$ cat src/rtl/uart_rcv_controller.sv
// Sequencing FSM for the UART receive datapath: start-bit validation, mid-bit
// sampling strobes, stop-bit check, host valid/ack handshake and sticky errors.
module uart_rcv_controller #(
  parameter int word_size = 8
) (
  input  logic clk,
  input  logic rst,
  input  logic sample_tick,
  input  logic ser_in_0,
  input  logic sc_eq_3,
  input  logic sc_lt_7,
  input  logic bc_eq_8,
  input  logic rx_ack,
  input  logic err_clr,
  output logic clr_sample_counter,
  output logic inc_sample_counter,
  output logic clr_bit_counter,
  output logic inc_bit_counter,
  output logic shift,
  output logic load,
  output logic rx_valid,
  output logic framing_err,
  output logic overrun_err,
  output logic busy
);

  localparam logic [1:0] IDLE  = 2'd0;
  localparam logic [1:0] START = 2'd1;
  localparam logic [1:0] RECV  = 2'd2;
  localparam logic [1:0] BREAK = 2'd3;

  // The word length reaches this block only through bc_eq_8; any other width
  // needs a datapath whose bit-count flag is retargeted to match.
  if (word_size != 8) begin : g_word_size_set_by_datapath
  end

  logic [1:0] state_q, state_d;
  logic       rx_valid_q, rx_valid_d;
  logic       framing_err_q, framing_err_d;
  logic       overrun_err_q, overrun_err_d;
  logic       busy_q, busy_d;
  logic       set_framing, set_overrun;

  always_comb begin
    // NOTE: every signal written here gets a default first, so no path can
    // leave one unassigned and infer a latch.
    state_d            = state_q;
    clr_sample_counter = 1'b0;
    inc_sample_counter = 1'b0;
    clr_bit_counter    = 1'b0;
    inc_bit_counter    = 1'b0;
    shift              = 1'b0;
    load               = 1'b0;
    set_framing        = 1'b0;
    set_overrun        = 1'b0;

    if (rst) begin
      clr_sample_counter = 1'b1;
      clr_bit_counter    = 1'b1;
    end else begin
      case (state_q)
        IDLE: begin
          clr_sample_counter = 1'b1;
          clr_bit_counter    = 1'b1;
          if (sample_tick && ser_in_0) state_d = START;
        end

        START: begin
          if (sample_tick) begin
            if (!ser_in_0) begin
              clr_sample_counter = 1'b1;
              clr_bit_counter    = 1'b1;
              state_d            = IDLE;
            end else if (sc_eq_3) begin
              clr_sample_counter = 1'b1;
              state_d            = RECV;
            end else begin
              inc_sample_counter = 1'b1;
            end
          end
        end

        RECV: begin
          if (sample_tick) begin
            if (sc_lt_7) begin
              inc_sample_counter = 1'b1;
            end else if (!bc_eq_8) begin
              clr_sample_counter = 1'b1;
              shift              = 1'b1;
              inc_bit_counter    = 1'b1;
            end else begin
              // Stop-bit midpoint: an unconsumed word is never overwritten.
              clr_sample_counter = 1'b1;
              clr_bit_counter    = 1'b1;
              if (ser_in_0) begin
                set_framing = 1'b1;
                state_d     = BREAK;
              end else if (!rx_valid_q || rx_ack) begin
                load    = 1'b1;
                state_d = IDLE;
              end else begin
                set_overrun = 1'b1;
                state_d     = IDLE;
              end
            end
          end
        end

        BREAK: begin
          if (sample_tick && !ser_in_0) begin
            state_d = IDLE;
          end else begin
            clr_sample_counter = 1'b1;
            clr_bit_counter    = 1'b1;
          end
        end

        default: state_d = IDLE;
      endcase
    end

    if (load)        rx_valid_d = 1'b1;
    else if (rx_ack) rx_valid_d = 1'b0;
    else             rx_valid_d = rx_valid_q;

    framing_err_d = set_framing | (framing_err_q & ~err_clr);
    overrun_err_d = set_overrun | (overrun_err_q & ~err_clr);
    busy_d        = (state_d != IDLE);
  end

  always_ff @(posedge clk) begin
    // NOTE: sequential state uses non-blocking assignment only, so every flop
    // samples pre-edge values regardless of statement order.
    if (rst) begin
      state_q       <= IDLE;
      rx_valid_q    <= 1'b0;
      framing_err_q <= 1'b0;
      overrun_err_q <= 1'b0;
      busy_q        <= 1'b0;
    end else begin
      state_q       <= state_d;
      rx_valid_q    <= rx_valid_d;
      framing_err_q <= framing_err_d;
      overrun_err_q <= overrun_err_d;
      busy_q        <= busy_d;
    end
  end

  assign rx_valid    = rx_valid_q;
  assign framing_err = framing_err_q;
  assign overrun_err = overrun_err_q;
  assign busy        = busy_q;

endmodule

$ cat config.mk
export PLATFORM = sky130hd
export DESIGN_NAME = uart_rcv_controller
export DESIGN_NICKNAME = d
export VERILOG_FILES = /design/src/rtl/uart_rcv_controller.sv
export SDC_FILE = /design/constraint.sdc
export NUM_CORES = 1
export LEC_CHECK = 0
export BUFFER_PORTS_ARGS = -buffer_cell sky130_fd_sc_hd__buf_4
export CORE_AREA = 2 2 39 41
export CTS_CLUSTER_SIZE = 24
export DETAILED_ROUTE_END_ITERATION = 16
export DIE_AREA = 0 0 41 43
export PLACE_DENSITY = 0.72
export SYNTH_ARGS = -nofsm -noshare
export SYNTH_HDL_FRONTEND = slang
export SYNTH_SLANG_ARGS = --single-unit
$ cat constraint.sdc
create_clock -name clk -period 2.2 [get_ports clk]
set_input_delay 0.44 -clock clk [delete_from_list [all_inputs] [get_ports clk]]
set_output_delay 0.44 -clock clk [all_outputs]
set_load 0.01 [all_outputs]
== After elaboration in Yosys (flattened, before gate mapping) ==
Cells that the tools add are included.
Cells by class
  bitwise gates (word level): 5
  shift operators: 0
  mux-type cells: 60
  $mul: 0
  add/sub/neg operators: 0
  equality and inequality tests: 3
  $lt $le $gt $ge: 0
  reductions and logical operators: 8
  divide/modulo/power cells: 0
Operators by type and width (count)
  two-way mux 1 bit: 46
  two-way mux 2 bit: 10
  case mux 1 bit (4 select lines): 2
  case mux 2 bit (4 select lines): 1
  equality test 2 bit, second input constant: 2
  nonzero test 2 bit: 2
  bitwise AND 1 bit: 2
  equality test 2 x 1 -> 1 bit, second input constant: 1
  logical AND 1 bit: 2
  logical NOT 1 bit: 2
  logical NOT 2 bit: 1
  OR 1 bit: 2
  case mux 1 bit (2 select lines): 1
  logical OR 1 bit: 1
  inverter 1 bit: 1
Word-level totals
  memories kept: 0
  ROM bits: 0
  memory bits (writable): 0
  input bits: 9
  latch bits: 0
  bits in registers: 6
  output and inout bits: 10
  word-level logic and storage cells: 81

== Logic depth before layout (Yosys ltp) ==
  depth after elaboration: 10
  gate-level depth with buffers: 7
  mapped depth without buffers: 6

== Worst setup path after synthesis ==
Ideal clock, no wire load.
  path type: register -> output
  start: register state_q[1]
  end: output shift
  buffers on the path: 1
  stages on the path, launching flop included: 5
  arrival time: 1.446 ns
  data required time: 1.760 ns
  setup slack: 0.314 ns
  cells stage by stage: dfxtp_1 > ha_1 > inv_1 > nor4_1 > buf_4
Between the ends
  word-level cells in the longest chain between the ends: 3
Ends and longest elaborated chain
  from (decl): RTL line 37  | logic [1:0] state_q, state_d;
  from (signal assigned): RTL line 141  | state_q <= state_d;
  equality test 2 bit
  two-way mux 1 bit (2 in series)
  to (decl): RTL line 19  | output logic shift,
Every way passes these cells.

== Worst setup path after layout ==
  start: register state_q[1]
  end: output clr_sample_counter
Between the ends
  word-level cells in the longest chain between the ends: 3
  elaborated cells on any way between the ends: 6
  those cells by class: eq/ne (3); mux (2); reduce/logical (1)
Ends and longest elaborated chain
  equality test 2 bit, or another cell as far along: RTL line 61  | case (state_q)
  case mux 1 bit (4 select lines) (*): RTL line 61
  two-way mux 1 bit (*): RTL line 57  | if (rst) begin
  to (decl): RTL line 15  | output logic clr_sample_counter,
Mark *: on every way between the ends. The rest lies on a longest branch, timed or not.

==> impl_metrics.tcl <==
set metrics [dict create \
    slew_viol_final 0 \
    p_leak_uw 0.000276 \
    synth_top_area_frac 0.256 \
    coreArea_um2 1380 \
    maxCapViolCount 0 \
    r2r_end "state_q[0]" \
    wl_um 1010 \
    antenna_cells 0 \
    worst_pin_slew_ns 0.328 \
    gp_congestion 0.772 \
    dp_cells 91 \
    drtIter0Drc 5 \
    syn_inst 60 \
    end_kind "primary output" \
    fp-row-count 14 \
    hp-class "in -> reg" \
    ys_ff_latch 6 \
    hold_viol 0 \
    grt_max_degree 10 \
    synth_top_family_by_area "simple AND/OR/NAND/NOR gates" \
    critPathKind "reg -> out" \
    syn_area_um2 469 \
    crit_slowest_cell "dfxtp_1" \
    regToRegSetupSlack_ns 0.41 \
    maxSlewHeadroom 0.779 \
    worst_ep_arrival_time_ns 1.59 \
    finalSetupViolCount 0 \
    numCtsBuffers 3 \
    synth_edf_count 0 \
    yosysSeqAreaShare 0.256 \
    crit_fanout 6 \
    grt_pass1_vias 400 \
    min-delay-start "rst" \
    vias 467 \
    yosys-top-cells-count "nor2_1 (7), dfxtp_1 (6), nand2_1 (6)" \
    routed_via_density 4.97 \
    cp_top_family "flip-flops" \
    final_nets 93 \
    clockRootBuffer "clkbuf_4" \
    synth_area_leader_cell "dfxtp_1" \
    yosysWarnings 0 \
    crit_path_start_kind "register" \
    r2r-start "state_q[0]" \
    ios 19 \
    syn_area_per_cell_um2 7.82 \
    drtAntennaViolNets 0 \
    initial_core_util 0.339 \
    slowest_delay_ns 0.43 \
    powerDensity_nw_per_um2 700 \
    yosysMostFrequentCell "nor2_1" \
    synth_compound_area_frac 0.229 \
    finalClockSkew_ns 0.000622 \
    critical_path.cell_chain "inv_1 > ha_1 > nor3_1 > o21ai_0 > buf_4" \
    die_w_um 41 \
    hpwl_um 798 \
    post-route-drc-count 0 \
    final_layout_size_suffix_gt1_frac 0.346 \
    ys.flop_type "dfxtp_1" \
    synth_cell_types 26 \
    cts_tree "done" \
    place_ws_ns 0.313 \
    die_h_um 43 \
    synthSimpleGateAreaFrac 0.320 \
    setup_ws_ns 0.165 \
    fin_crit_ns 2.03 \
    irDropWorstVdd_mv 0.310 \
    antenna_found_initial 0 \
    final_cells 94 \
    rsz0062_at_grt "false" \
    holdPathEnd "framing_err" \
    synthAdderAreaFrac 0.107 \
    synthTopCellsByArea "dfxtp_1 (26%), ha_1 (11%), nor2_1 (5.6%)" \
    synth_xor_area_frac 0 \
    status "finished, final reports clean" \
    clk_path_buf_depth 2 \
    clk_pin_slew_ns 0.04 \
    area_delta_synth_final_pct 33.9 \
    grt_util_all_layers 0.124 \
    cts.sinks 6 \
    final.setup.tns_ns 0 \
    postCtsSetupBuffers 0 \
    firstDrtPassIters 3 \
    required_ns 1.76 \
    critPathBufInv 2 \
    synth_nets 73 \
    wl_per_cell_um 10.8 \
    port_buffers 18 \
    min_path_cells 2 \
    async_reset_ff_frac 0 \
    ctsHtreeMaxLevel 1 \
    grt_pass1_wl_um 1480 \
    synthMuxAreaShare 0 \
    gr-total-overflow 0 \
    reg2regPathDepth 6 \
    clkLatencyLatePin_ns 0.24 \
    dieArea_um2 1760 \
    clock.fmax_ghz 0.491 \
    fin_crit_sh 0.925 \
    finalPower_uw 439 \
]
## metrics by stage
stage,cell area [um2],hold slack [ns],util
detailed placement,602,0.494,0.435
CTS,624,0.442,0.451
finish,628,0.448,0.454
global route,628,0.462,0.454
global placement,602,0.477,0.435
floorplan,469,0.519,-
## per-layer routing
| layer | vias to the layer above | wire length, um | part of all wire | global-route usage |
|---|---|---|---|---|
| li1 | 243 | - | - | - |
| met1 | 211 | 482 | 0.48 | 0.154 |
| met2 | 11 | 461 | 0.45 | 0.181 |
| met4 | 0 | 12 | 0.012 | 0.100 |
| met5 | - | 0 | 0 | 0 |
| met3 | 2 | 57 | 0.056 | 0.0157 |
## cell families after synthesis
kind of cell,count (synthesis)
buffers and inverters,8
AND/OR/NAND/NOR,28
adder cells (fa/ha/maj),4
AO/OA/AOI/OAI,14
flip-flops,6
## power breakdown
group | internal [uW] | switching [uW]
Combinational | 94.0 | 107
Sequential | 127 | 14.8
Clock | 61.4 | 35.2
Total | 282 | 157
## how the worst max path moves through the flow
stage	cells past startpoint	to	slack, ns	startpoint
after floorplan	4	shift	0.31	state_q[1]
after global placement	5	load	0.30	state_q[1]
after detailed placement	5	load	0.31	state_q[1]
after CTS	5	load	0.05	state_q[1]
after global routing	5	clr_bit_counter	0.02	state_q[1]
final	5	clr_sample_counter	0.17	state_q[1]
## state kept, by name, summed over array words and instances, names as in the netlist
name	count
busy	1
framing_err	1
overrun_err	1
rx_valid	1
state_q	2
## placed cells by master (no fill, tap or decap), types with 2 or more instances in the layout
cell,netlist,final
clkbuf_4,0,3
o21ai_0,3,3
ha_1,4,3
buf_4,1,18
nand2b_1,2,2
nor3_1,3,3
a21oi_1,5,5
nor2b_1,3,3
nand2_1,6,6
nor2_1,7,7
dfxtp_1,6,6
inv_1,5,5
## layout make-up
| class | instances | area (um2) |
|---|---|---|
| Fill cell | 154 | 756 |
| Multi-Input combinational cell | 46 | 312 |
| Timing Repair Buffer | 18 | 135 |
| Sequential cell | 6 | 120 |
| Clock buffer | 3 | 22.5 |
| Tap cell | 16 | 20.0 |
| Inverter | 5 | 18.8 |
## what timing repair did
action / 4_1_cts / 5_1_grt
endpoints found under the setup margin: 0 / 3
hold buffers: 0 / 0
endpoints found under the hold margin: 0 / 0
gates resized for setup: 0 / 2
(Power assumes the default switching activity.)
